## src/rtl/axi_read_arbiter.sv

```systemverilog
// axi_read_arbiter: shares one AXI4 read channel between the fetch (I) and data-load (D)
// requesters. Only one read transaction is outstanding at a time.
// Optional feature: define SASANQUA_RR_ARB_EN for round-robin arbitration. Without it,
// arbitration is fixed priority with D over I.
module axi_read_arbiter #(
  parameter int unsigned C_AXI_DATA_WIDTH = 32,
  parameter int unsigned C_OFFSET_WIDTH   = 32
) (
  input  logic                        CLK,
  input  logic                        RST,
  input  logic                        I_REQ,
  input  logic [C_OFFSET_WIDTH-1:0]   I_ADDR,
  input  logic [7:0]                  I_LEN,
  output logic                        I_GNT,
  output logic                        I_RVALID,
  output logic [C_AXI_DATA_WIDTH-1:0] I_RDATA,
  output logic                        I_RLAST,
  output logic                        I_RERR,
  input  logic                        D_REQ,
  input  logic [C_OFFSET_WIDTH-1:0]   D_ADDR,
  input  logic [7:0]                  D_LEN,
  output logic                        D_GNT,
  output logic                        D_RVALID,
  output logic [C_AXI_DATA_WIDTH-1:0] D_RDATA,
  output logic                        D_RLAST,
  output logic                        D_RERR,
  output logic [C_OFFSET_WIDTH-1:0]   M_AXI_ARADDR,
  output logic [7:0]                  M_AXI_ARLEN,
  output logic [2:0]                  M_AXI_ARSIZE,
  output logic [1:0]                  M_AXI_ARBURST,
  output logic                        M_AXI_ARVALID,
  input  logic                        M_AXI_ARREADY,
  input  logic [C_AXI_DATA_WIDTH-1:0] M_AXI_RDATA,
  input  logic [1:0]                  M_AXI_RRESP,
  input  logic                        M_AXI_RLAST,
  input  logic                        M_AXI_RVALID,
  output logic                        M_AXI_RREADY,
  output logic                        BUSY
);

  localparam int unsigned SizeLog2 = $clog2(C_AXI_DATA_WIDTH / 8);

  typedef enum logic [1:0] {StIdle, StAddr, StData} state_e;

  state_e                    state_q, state_d;
  logic                      owner_d_q, owner_d_d;  // 1: data-load requester owns the burst
  logic [C_OFFSET_WIDTH-1:0] araddr_q, araddr_d;
  logic [7:0]                arlen_q, arlen_d;
  logic [7:0]                cnt_q, cnt_d;
  logic                      i_gnt_q, i_gnt_d;
  logic                      d_gnt_q, d_gnt_d;
  logic                      pick_d;
  logic                      beat;
  logic                      beat_err;
  logic                      unused_rresp0;

  // Only the error bit of RRESP matters; EXOKAY is treated like OKAY.
  assign unused_rresp0 = M_AXI_RRESP[0];

`ifdef SASANQUA_RR_ARB_EN
  logic favour_d_q, favour_d_d;

  // Winner select: on a tie the requester not granted last wins.
  always_comb begin
    pick_d = D_REQ;
    if (I_REQ && D_REQ) pick_d = favour_d_q;
  end

  // Pointer moves to the loser whenever a grant is issued.
  always_comb begin
    favour_d_d = favour_d_q;
    if (state_q == StIdle && (I_REQ || D_REQ)) favour_d_d = ~pick_d;
  end

  // Round-robin pointer register; D wins the first tie after reset.
  always_ff @(posedge CLK) begin
    if (!RST) favour_d_q <= 1'b1;
    else      favour_d_q <= favour_d_d;
  end
`else
  // Fixed priority: D always beats I.
  assign pick_d = D_REQ;
`endif

  // Next-state logic: grant in IDLE, hand-shake AR in ADDR, count beats in DATA.
  always_comb begin
    state_d   = state_q;
    owner_d_d = owner_d_q;
    araddr_d  = araddr_q;
    arlen_d   = arlen_q;
    cnt_d     = cnt_q;
    i_gnt_d   = 1'b0;
    d_gnt_d   = 1'b0;
    unique case (state_q)
      StIdle: begin
        if (I_REQ || D_REQ) begin
          owner_d_d = pick_d;
          araddr_d  = pick_d ? D_ADDR : I_ADDR;
          arlen_d   = pick_d ? D_LEN : I_LEN;
          cnt_d     = 8'd0;
          i_gnt_d   = ~pick_d;
          d_gnt_d   = pick_d;
          state_d   = StAddr;
        end
      end
      StAddr: begin
        if (M_AXI_ARREADY) state_d = StData;
      end
      StData: begin
        if (M_AXI_RVALID) begin
          cnt_d = cnt_q + 8'd1;
          if (M_AXI_RLAST) state_d = StIdle;
        end
      end
      default: state_d = StIdle;
    endcase
  end

  // State and AR registers with synchronous active-low reset.
  always_ff @(posedge CLK) begin
    if (!RST) begin
      state_q   <= StIdle;
      owner_d_q <= 1'b0;
      araddr_q  <= '0;
      arlen_q   <= 8'd0;
      cnt_q     <= 8'd0;
      i_gnt_q   <= 1'b0;
      d_gnt_q   <= 1'b0;
    end else begin
      state_q   <= state_d;
      owner_d_q <= owner_d_d;
      araddr_q  <= araddr_d;
      arlen_q   <= arlen_d;
      cnt_q     <= cnt_d;
      i_gnt_q   <= i_gnt_d;
      d_gnt_q   <= d_gnt_d;
    end
  end

  // R-channel steering is combinational so beats reach the owner with no added latency.
  assign beat     = (state_q == StData) && M_AXI_RVALID;
  // A premature or late RLAST is reported as an error on the closing beat.
  assign beat_err = M_AXI_RRESP[1] || (M_AXI_RLAST && (cnt_q != arlen_q));

  assign I_GNT    = i_gnt_q;
  assign I_RVALID = beat && !owner_d_q;
  assign I_RDATA  = I_RVALID ? M_AXI_RDATA : '0;
  assign I_RLAST  = I_RVALID && M_AXI_RLAST;
  assign I_RERR   = I_RVALID && beat_err;

  assign D_GNT    = d_gnt_q;
  assign D_RVALID = beat && owner_d_q;
  assign D_RDATA  = D_RVALID ? M_AXI_RDATA : '0;
  assign D_RLAST  = D_RVALID && M_AXI_RLAST;
  assign D_RERR   = D_RVALID && beat_err;

  assign M_AXI_ARADDR  = araddr_q;
  assign M_AXI_ARLEN   = arlen_q;
  assign M_AXI_ARSIZE  = 3'(SizeLog2);
  assign M_AXI_ARBURST = 2'b01;
  assign M_AXI_ARVALID = (state_q == StAddr);
  assign M_AXI_RREADY  = (state_q == StData);
  assign BUSY          = (state_q != StIdle);

endmodule
```

## config.mk

```make
export PLATFORM = sky130hd
export DESIGN_NAME = axi_read_arbiter
export DESIGN_NICKNAME = d
export VERILOG_FILES = /design/src/rtl/axi_read_arbiter.sv
export SDC_FILE = /design/constraint.sdc
export NUM_CORES = 1
export LEC_CHECK = 0
export ABC_AREA = 1
export BUFFER_PORTS_ARGS = -buffer_cell sky130_fd_sc_hd__clkbuf_2
export CAP_MARGIN = 20
export CORE_UTILIZATION = 35
export CTS_CLUSTER_SIZE = 28
export DETAILED_ROUTE_END_ITERATION = 12
export PLACE_DENSITY_LB_ADDON = 0.3
export RECOVER_POWER = 100
export SLEW_MARGIN = 20
export SYNTH_ARGS = -nofsm -noshare
export SYNTH_HDL_FRONTEND = slang
export SYNTH_SLANG_ARGS = --single-unit
```

## constraint.sdc

```tcl
create_clock -name CLK -period 1.5 [get_ports CLK]
set_input_delay 0.15 -clock CLK [delete_from_list [all_inputs] [get_ports CLK]]
set_output_delay 0.15 -clock CLK [all_outputs]
set_load 0.01 [all_outputs]
```

# Word-level counts from Yosys, hierarchy flattened

Index checks and enable logic that the tools add are counted.

Flip-flop bits (word level): 53
Input port bits: 121
Output and inout port bits: 120
RAM bits: 0
Memories kept: 0
Latch bits: 0
Logic and storage cells: 46
Bits in read-only memories: 0

Bitwise gates (word level): 1
Order comparisons: 0
Eq/ne operators: 7
Div/mod/pow operators: 0
Reduce and logical (&&, ||, !) cells: 18
Shift operators: 0
Muxes and demuxes: 12
Add/subtract/negate cells: 1
$mul: 0

Operators by type and width:

| operator              | number |
|---|---|
| $mux W32              | 3 |
| $mux W8               | 3 |
| $pmux W8 S2           | 1 |
| $add A8 B1 Y8 const B | 1 |
| $logic_and A1 B1 Y1   | 8 |
| $mux W2               | 4 |
| $ne A8 B8 Y1          | 1 |
| $ne A2 B2 Y1 const B  | 3 |
| $pmux W2 S3           | 1 |
| $reduce_and A3 Y1     | 2 |
| $reduce_and A4 Y1     | 1 |
| $reduce_bool A2 Y1    | 2 |
| $eq A2 B1 Y1 const B  | 1 |
| $eq A2 B2 Y1 const B  | 1 |
| $logic_not A2 Y1      | 1 |
| $logic_or A1 B1 Y1    | 2 |
| $ne A2 B1 Y1 const B  | 1 |
| $reduce_and A2 Y1     | 1 |
| $logic_not A1 Y1      | 1 |
| $not A1 Y1            | 1 |

# Logic depth before layout (Yosys ltp)

Depth in word-level cells: 4
Depth in mapped cells: 11
Gate-level depth less buffers: 10

# Worst setup path after synthesis

No wires, ideal clock.

Path type: register to output
Start point: register state_q[1]
End point: output port D_RDATA[10]
Slack: 0.179 ns
Stages on the path, launching flop included: 8
Data arrival time: 1.171 ns
Buffers on the path: 1
Required time: 1.350 ns
Path through: dfxtp_1 > inv_2 > nor2_8 > nand2_4 > nor2_4 > inv_2 > buf_6 > nor2_1

Cells in the longest elaborated chain, start to end: 4

Ends and longest elaborated chain:

| item                   | line | text |
|---|---|---|
| from (decl)            | 45   | `state_e state_q, state_d;` |
| from (signal assigned) | 122  | `state_q <= StIdle;` |
| from (signal assigned) | 130  | `state_q <= state_d;` |
| $eq A2 B2 Y1           | -    |  |
| net M_AXI_RREADY       | 37   | `output logic M_AXI_RREADY,` |
| $logic_and A1 B1 Y1    | 141  | `assign beat = (state_q == StData) && M_AXI_RVALID;` |
| $logic_and A1 B1 Y1    | 152  | `assign D_RVALID = beat && owner_d_q;` |
| net D_RVALID           | 23   | `output logic D_RVALID,` |
| $mux W32               | 153  | `assign D_RDATA = D_RVALID ? M_AXI_RDATA : '0;` |
| to (decl)              | 24   | `output logic [C_AXI_DATA_WIDTH-1:0] D_RDATA,` |

The timed path passes the listed nets, and every way through them passes these cells.

# Worst setup path in the final report

Start point: register state_q[1]
End point: output port D_RDATA[21]

Cells in the longest elaborated chain, start to end: 4

Ends and longest elaborated chain:

| item                | line |
|---|---|
| $eq A2 B2 Y1        | 141 |
| $logic_and A1 B1 Y1 | 141 |
| $logic_and A1 B1 Y1 | 152 |
| $mux W32            | 153 |

Every way passes these cells.

==> flow_summary.ini <==
[run_status]
status = complete, but fails checks
violations = setup timing

[worst_setup_path]
end_kind = output pin
critical_path_buf_inv_count = 4
rrSetupSlack_ns = 0.10
worstPathCellList = inv_2 -> nor2_8 -> nand2_4 -> nor2_4 -> inv_4 -> buf_12 -> nor2_1 -> buf_2
start_kind = flip-flop
critPathRequiredTime_ns = 1.35
crit_family = buffers and inverters
slowest_delay_ns = 0.35
crit_arrival_ns = 1.49
slowest_stage = dfxtp_2
crit_type = reg -> out
cp_max_fo = 16

[sta]
period_needed_ns = 1.64
hold_viol_final = 0
clock.fmax_mhz = 610
rsz0062_at_grt = true
timing.final.ws_setup_ns = -0.138
hold_slack_ns = 0.0351
finalSetupViolCount = 66
fin_skew_ns = 0.00866
period_share = 1.09
maxSlewViolCount = 0

[logic_synthesis]
yosysWarningCount = 0
ys_ff_latch = 53
synth_top_family_by_area = simple AND/OR/NAND/NOR gates
synthSimpleGateAreaFrac = 0.237
synth-adder-area-share = 0.00428
netlist.area_leader.share = 0.363
ys_top_cells_by_area = dfxtp_1 36%, mux2i_1 14%, nor2_1 9.8%
syn-mean-instance-area_um2 = 7.31
synth_cell_types = 27
seq_area_frac_synth = 0.363
yosysTopAreaCell = dfxtp_1
synth_compound_area_frac = 0.0997
synth.area.mux_share = 0.137
syn_inst = 400
syn_area_mm2 = 0.00292
synth_xor_area_frac = 0.0150

[die]
core-area_mm2 = 0.00789
fp-row-count = 32
die_h_um = 93.4
start_util = 0.371
dieArea_mm2 = 0.00872
pin_count = 241
die_w_um = 93.4

[global_route]
antenna_found_initial = 0
grt_max_degree = 41
grt_pass1_wl_mm = 12.6
grt_pass1_vias = 2891
grtUsageTotal = 0.179
grt_overflow = 0

[place]
dp_hpwl_mm = 6.75
dp_slack_ns = 0.0754
place_inst = 723
place.gp.congestion = 0.797
port_buffers = 234

[job]
cap_violations = 0

[detailed_routing]
ant_nets = 0
avgRoutedWirePerCell_um = 12.0
vias_per_cell = 4.53
num_vias = 3376
wirelength_mm = 8.97
dr.first_iter.drc_count = 67
drc_errors = 0
dr.pass1.iters = 4

[finish]
instances_no_fill = 746
layout-drive-gt1-share = 0.486
syn2layout_area_growth_pct = 56.7
nNetsFinal = 765
antenna_cells = 0

[pwr]
p_leak_uw = 0.00267
powerDensity_mw_per_mm2 = 819
ir_drop_uv = 553

[cts]
clock_latency_ns = 0.30
cts_buffers = 5
cts_buffer_depth = 2
cts_tree = yes
clock-sinks = 53
cts.htree.levels = 2
cts.clk_slew.worst_paths_ns = 0.10
root_buffer = clkbuf_8

[hold_path]
hp-class = in -> reg
## layer usage
layer  global-route usage  share of wire
met3               0.0382          0.080
met1                0.188           0.37
met2                0.360           0.53
met4               0.0385          0.024
met5                    0              0
## cells in the mapped netlist, drive strengths merged
library cell / n
a21oi: 8
buf: 24
clkinv: 1
conb: 2
dfxtp: 53
ha: 1
inv: 60
mux2i: 40
nand2: 72
nand3: 1
nor2: 82
nor3: 3
o21a: 1
o21ai: 42
o22ai: 4
o41ai: 1
xnor2: 5
## per-stage QoR
stage          cell area (µm²)  setup TNS [ns]  total power, µW  utilization
2_1_floorplan             2930               0             2190            -
3_3_place_gp              4170               0             2580        0.529
3_5_place_dp              4170               0             2600        0.529
4_1_cts                   4350           -8.02             3760        0.552
5_1_grt                   4580          -11.38             3950        0.581
6_report                  4580           -6.76             3750        0.581
## logic make-up after synthesis
group,Yosys count
compound gates,56
other cells,2
mux,40
flops,53
fa+ha+maj,1
xor+xnor,5
buf+inv,85
simple gates,158
## timing repair
item                       in CTS  in global routing
setup endpoints to repair      68                 68
pin swaps                       2                  9
gates resized for setup        12                102
setup buffers                   3                  7
gates cloned                    0                  5
hold buffers                    0                  0
## cell type report
class	count	area (µm²)
Tap cell	102	128
Clock buffer	5	68.8
Inverter	61	235
Timing Repair Buffer	257	1460
Fill cell	739	3310
Multi-Input combinational cell	265	1540
Clock inverter	3	65.1
Sequential cell	53	1080
## worst paths after layout
path	start	end	cells past startpoint
worst min-delay path	M_AXI_ARREADY	state_q[0]$_SDFFE_PN0P_	2
worst max-delay path	state_q[1]$_SDFFE_PN0P_	D_RDATA[21]	8
worst min register to register	M_AXI_ARADDR[2]$_SDFFE_PN0P_	M_AXI_ARADDR[2]$_SDFFE_PN0P_	2
worst max register to register	state_q[1]$_SDFFE_PN0P_	M_AXI_ARLEN[4]$_SDFFE_PN0P_	7
## worst reg2reg max path, stage by stage, from the launching register on
cell and delay (ns):
dfxtp_2 0.34, buf_4 0.14, nor2_2 0.17, nand2_4 0.10, nor2_4 0.10, inv_2 0.07, buf_12 0.17, o21ai_0 0.22
## layout by cell type (no fill, tap or decap), drive strengths merged
cell    count
nand3       1
ha          1
o41ai       1
nand2      72
a21oi       8
clkbuf    176
nor3        3
o22ai       4
conb        5
xnor2       5
inv        60
o21ai      42
buf        86
o21a        1
mux2i      40
dfxtp      53
clkinv      2
bufinv      2
nor2       82
## state kept, by name (all words and copies together), names as in the netlist
signal and count:
M_AXI_ARADDR 32, I_GNT 1, cnt_q 8, owner_d_q 1, state_q 2, M_AXI_ARLEN 8, D_GNT 1
## power by group
| part | switching [µW] | internal, µW |
|---|---|---|
| Clock | 467 | 663 |
| Combinational | 533 | 448 |
| Sequential | 88.9 | 1550 |
| Total | 1090 | 2660 |
No activity file was read; power rests on OpenSTA's default activity.
